--- config.mk ---
export PLATFORM = sky130hd
export DESIGN_NAME = matmul_load_sequencer
export DESIGN_NICKNAME = d
export VERILOG_FILES = /design/src/rtl/matmul_load_sequencer.sv
export SDC_FILE = /design/constraint.sdc
export NUM_CORES = 1
export LEC_CHECK = 0
export ABC_AREA = 0
export BUFFER_PORTS_ARGS = -buffer_cell sky130_fd_sc_hd__buf_2
export CORE_AREA = 2 2 50 52
export DETAILED_ROUTE_END_ITERATION = 7
export DIE_AREA = 0 0 52 54
export PLACE_DENSITY = 0.83
export SYNTH_ARGS = -nofsm -noshare
export SYNTH_HDL_FRONTEND = slang
export SYNTH_SLANG_ARGS = --single-unit
--- constraint.sdc ---
create_clock -name clk -period 2.1 [get_ports clk]
set_clock_uncertainty 0.05 [all_clocks]
set_input_delay 0.315 -clock clk [delete_from_list [all_inputs] [get_ports clk]]
set_output_delay 0.315 -clock clk [all_outputs]
set_load 0.02 [all_outputs]
--- src/rtl/matmul_load_sequencer.sv ---
// rtl/matmul_load_sequencer.sv - operand load / multiply sequencer for the matmul datapath
// Optional watchdog: define MMC_TIMEOUT_EN to enable the LOAD/WAIT timeout and the err flag.
module matmul_load_sequencer #(
  parameter int N_BITS      = 8,
  parameter int MAT_ELEMS   = 16,
  parameter int NUM_PAIRS   = 3,
  parameter int TIMEOUT_CYC = 64
) (
  input  logic                         clk,
  input  logic                         rst_n,
  input  logic                         start,
  input  logic                         abort,
  output logic                         gen_req,
  input  logic [N_BITS-1:0]            gen_data,
  input  logic                         gen_valid,
  output logic                         buf_we,
  output logic                         buf_sel,
  output logic [$clog2(MAT_ELEMS)-1:0] buf_addr,
  output logic [N_BITS-1:0]            buf_wdata,
  output logic                         mul_start,
  input  logic                         mul_done,
  output logic                         busy,
  output logic                         done,
  output logic [1:0]                   pair_idx,
  output logic                         err
);

  localparam int AW = $clog2(MAT_ELEMS);
  localparam int TW = $clog2(TIMEOUT_CYC);

`ifdef MMC_TIMEOUT_EN
  localparam bit WD_EN = 1'b1;
`else
  localparam bit WD_EN = 1'b0;
`endif

  typedef enum logic [2:0] {
    IDLE, REQ_A, LOAD_A, REQ_B, LOAD_B, KICK, WAIT_MUL, FINISH
  } state_t;

  state_t          state, state_nxt;
  logic [AW-1:0]   elem_cnt;
  logic [TW-1:0]   wd_cnt;
  logic            loading;
  logic            beat;
  logic            last_beat;
  logic            last_pair;
  logic            wd_active;
  logic            wd_kick;
  logic            timeout;

  assign loading   = (state == LOAD_A) || (state == LOAD_B);
  // A beat that arrives together with abort is dropped; only the already registered write lands.
  assign beat      = loading && gen_valid && !abort;
  assign last_beat = beat && (elem_cnt == AW'(MAT_ELEMS - 1));
  assign last_pair = (pair_idx == 2'(NUM_PAIRS - 1));

  assign wd_active = loading || (state == WAIT_MUL);
  assign wd_kick   = (loading && gen_valid) || ((state == WAIT_MUL) && mul_done);
  assign timeout   = WD_EN && wd_active && !wd_kick && (wd_cnt == TW'(TIMEOUT_CYC - 1));

  always_ff @(posedge clk or negedge rst_n) begin
    if (!rst_n) state <= IDLE;
    else        state <= state_nxt;
  end

  always_comb begin
    state_nxt = state;
    if (abort || timeout) begin
      state_nxt = IDLE;
    end else begin
      case (state)
        IDLE:     if (start) state_nxt = REQ_A;
        REQ_A:    state_nxt = LOAD_A;
        LOAD_A:   if (last_beat) state_nxt = REQ_B;
        REQ_B:    state_nxt = LOAD_B;
        LOAD_B:   if (last_beat) state_nxt = KICK;
        KICK:     state_nxt = WAIT_MUL;
        WAIT_MUL: if (mul_done) state_nxt = last_pair ? FINISH : REQ_A;
        FINISH:   state_nxt = IDLE;
        default:  state_nxt = IDLE;
      endcase
    end
  end

  always_comb begin
    gen_req   = (state == REQ_A) || (state == REQ_B);
    mul_start = (state == KICK) && !abort;
    done      = (state == FINISH) && !abort;
    busy      = (state != IDLE);
  end

  always_ff @(posedge clk or negedge rst_n) begin
    if (!rst_n) begin
      buf_we    <= 1'b0;
      buf_sel   <= 1'b0;
      buf_addr  <= '0;
      buf_wdata <= '0;
      elem_cnt  <= '0;
    end else begin
      buf_we <= beat;
      if (beat) begin
        buf_sel   <= (state == LOAD_B);
        buf_addr  <= elem_cnt;
        buf_wdata <= gen_data;
      end
      if (gen_req) elem_cnt <= '0;
      else if (beat) elem_cnt <= last_beat ? '0 : elem_cnt + 1'b1;
    end
  end

  // pair_idx keeps its final value after FINISH or abort until the next accepted start.
  always_ff @(posedge clk or negedge rst_n) begin
    if (!rst_n) begin
      pair_idx <= '0;
    end else if (!abort) begin
      if ((state == IDLE) && start)                    pair_idx <= '0;
      else if ((state == WAIT_MUL) && mul_done && !last_pair) pair_idx <= pair_idx + 1'b1;
    end
  end

  always_ff @(posedge clk or negedge rst_n) begin
    if (!rst_n) begin
      wd_cnt <= '0;
    end else if (!WD_EN || !wd_active || wd_kick || (state_nxt != state)) begin
      wd_cnt <= '0;
    end else begin
      wd_cnt <= wd_cnt + 1'b1;
    end
  end

  always_ff @(posedge clk or negedge rst_n) begin
    if (!rst_n) begin
      err <= 1'b0;
    end else if (!abort) begin
      if ((state == IDLE) && start) err <= 1'b0;
      else if (timeout)             err <= 1'b1;
    end
  end

endmodule

==> results.py <==
metrics = {
    "status": {
        "status": "complete, no violations",
    },
    "finish": {
        "antenna_cells": 0,
        "layout_commonest_cell": "buf_2",
        "drive_gt1_frac": 0.422,
        "final_nets": 145,
        "areaGrowthSynthToFinish_pct": 20.3,
        "final_area_um2": 1290,
        "final_cell_mix": "buf_2 (33), dfrtp_1 (23), mux2_2 (12), nand3_1 (6), o21ai_0 (6)",
    },
    "setup_path": {
        "cp.arrival_ps": 1420,
        "critPathBufInv": 1,
        "endpoint_kind": "primary output",
        "path_class": "reg -> out",
        "cp-start-kind": "flip-flop",
        "cp_cell_sequence": "or3_1 > buf_2",
        "cp_top_family": "flip-flops",
        "slowest_delay_ps": 530,
        "critical_path_required_ps": 1740,
        "crit_fanout": 13,
        "slowest_stage": "dfrtp_1",
    },
    "power_and_ir_drop": {
        "switching_share": 0.349,
        "p_comb_frac": 0.329,
        "p_leak_nw": 0.691,
        "ir_drop_v": 0.000425,
        "p_int_uw": 773,
        "p_per_area_nw_per_um2": 919,
        "switchingPower_uw": 415,
        "power.share.clock": 0.169,
        "seqPwrFrac": 0.502,
    },
    "drt": {
        "firstDrtPassIters": 4,
        "drc_errors": 0,
        "post_drt_wl_per_cell_um": 13.1,
        "drt_iter0_drc": 6,
        "vias": 821,
        "ant_nets": 0,
        "wirelength_mm": 2.08,
        "vias_per_cell": 5.20,
    },
    "sta": {
        "fmax_mhz": 562,
        "finalCriticalPeriod_ps": 1780,
        "hold_violations": 0,
        "fin_tns_setup_ps": 0,
        "grt_setup_unrepaired": "no",
        "slew_headroom": 0.666,
        "finalSetupViolations": 0,
        "period_share": 0.848,
        "worstMarginPinSlew_ps": 501,
        "final-max-slew-violation-count": 0,
    },
    "global_route": {
        "grt_max_degree": 24,
        "grt_pass1_wl_mm": 3.37,
        "track_usage": 0.175,
        "antenna_found_initial": 0,
        "grt_overflow_total": 0,
        "grt_pass1_vias": 763,
    },
    "clocking": {
        "clockBufferDepth": 2,
        "root_buffer": "clkbuf_4",
        "cts_tree": "done",
        "clk_pin_slew_worst_paths_ps": 120,
        "cts-htree-levels": 1,
        "insertion_delay_ps": 310,
        "numCtsBuffers": 3,
        "cts_resized": 0,
        "clock_sinks": 23,
    },
    "floorplan": {
        "die-area_um2": 2810,
        "die_h_um": 54,
        "design.core.area_um2": 2320,
        "ios": 35,
        "num_rows": 18,
        "die_w_um": 52,
        "initial_core_util": 0.463,
    },
    "placed_design": {
        "port_buffers": 33,
        "place_congestion": 0.719,
        "hpwl_mm": 1.52,
        "place_area_um2": 1250,
    },
    "synth": {
        "yosys_register_bits": 23,
        "synth_warnings": 0,
        "avgSynthCellArea_um2": 11.4,
        "yosysUniqueCellTypes": 30,
        "syn_inst": 94,
        "seq_area_frac_synth": 0.536,
        "syn_area_um2": 1070,
        "synth_nets": 110,
    },
    "job": {
        "drv_cap": 0,
    },
    "hold_path": {
        "hp-class": "in -> reg",
    },
}
## kinds of logic (layout without fill, tap and decap cells)
| kind of cell | count (synthesis) | in the layout | share of synthesized area |
|---|---|---|---|
| mux | 15 | 15 | 0.154 |
| other cells | 1 | 1 | 0.00349 |
| buf+inv | 8 | 42 | 0.0419 |
| flops | 23 | 23 | 0.536 |
| fa+ha+maj | 2 | 2 | 0.0233 |
| xor+xnor | 1 | 1 | 0.00815 |
| simple gates | 28 | 28 | 0.141 |
| compound gates | 16 | 16 | 0.0931 |
## final cells by class
type	instances	area [µm²]
Clock inverter	1	5.00
Fill cell	204	1030
Tap cell	30	37.5
Sequential cell	23	576
Timing Repair Buffer	36	190
Clock buffer	3	22.5
Inverter	2	7.51
Multi-Input combinational cell	63	454
## synthesized netlist by cell type
library cell  count  area share
nor3_1            3       0.014
buf_4             2       0.014
buf_6             1       0.010
nor3b_1           2       0.014
a31oi_1           1      0.0058
o21ai_0           6       0.028
nand2b_1          1      0.0058
nor2_1            4       0.014
or3b_2            1      0.0082
inv_1             2      0.0070
mux2i_1           3       0.028
or3_1             1      0.0058
nor2b_1           3       0.017
a21o_1            2       0.014
clkbuf_1          3       0.010
mux2_2           12        0.13
conb_1            1      0.0035
and3b_1           1      0.0082
xor2_1            1      0.0082
nand2_1           4       0.014
nor2_2            1      0.0058
nand4_1           1      0.0058
dfrtp_1          23        0.54
nand3_1           6       0.028
o211ai_1          1      0.0070
a22oi_1           1      0.0070
a21oi_2           1      0.0082
a21oi_1           3       0.014
a311o_1           1      0.0093
ha_1              2       0.023
## registers in the layout (all words and copies together), names as in the netlist
signal / cells
buf_addr: 4
buf_sel: 1
buf_wdata: 8
buf_we: 1
elem_cnt: 4
pair_idx: 2
state: 3
## worst paths after layout
kind,from,end,slack [ps],depth (start not counted)
min,gen_data[5],buf_wdata[5],180,2
max in group asynchronous,rst_n,buf_addr[3],1230,2
max,state[1],busy,320,2
min in group asynchronous,rst_n,buf_wdata[2],430,2
max reg2reg,state[1],elem_cnt[0],420,5
min reg2reg,buf_wdata[3],buf_wdata[3],470,1
## worst reg2reg max path, stage by stage, from the launching register on
cell     delay [ps]
dfrtp_1         590
xor2_1          180
nand3_1          90
buf_4           220
a311o_1         360
a21oi_2         120
## metal layers
metal,global-route usage,vias to the layer above,share of wire,wire (µm)
met5,0,-,0,0
met2,0.297,26,0.50,1030
met1,0.200,391,0.42,878
met4,0.132,0,0.032,66
li1,-,399,-,-
met3,0.0250,5,0.046,95
## what timing repair did
action                    in CTS  in global routing
hold buffers                   1                  0
buffers inserted               0                  0
hold endpoints to repair      23                  0
## power groups by stage
stage,registers (mW),clock network [mW],logic [mW]
4_1_cts,0.597,0.208,0.398
3_3_place_gp,0.596,0,0.377
5_1_grt,0.610,0.228,0.422
2_1_floorplan,0.707,0,0.144
6_report,0.596,0.200,0.391
3_5_place_dp,0.606,0,0.395
## through the flow
step / instances / setup WS (ps) / hold WS (ps) / power, mW / util
floorplan: 94 / 478 / -30.6 / 0.851 / -
global placement: 153 / 547 / 250 / 0.973 / 0.541
detailed placement: 153 / 462 / 258 / 1.00 / 0.541
CTS: 158 / 318 / 168 / 1.20 / 0.557
global route: 158 / 206 / 159 / 1.26 / 0.557
finish: 158 / 320 / 179 / 1.19 / 0.557
Power figures use the tool's default switching activity.
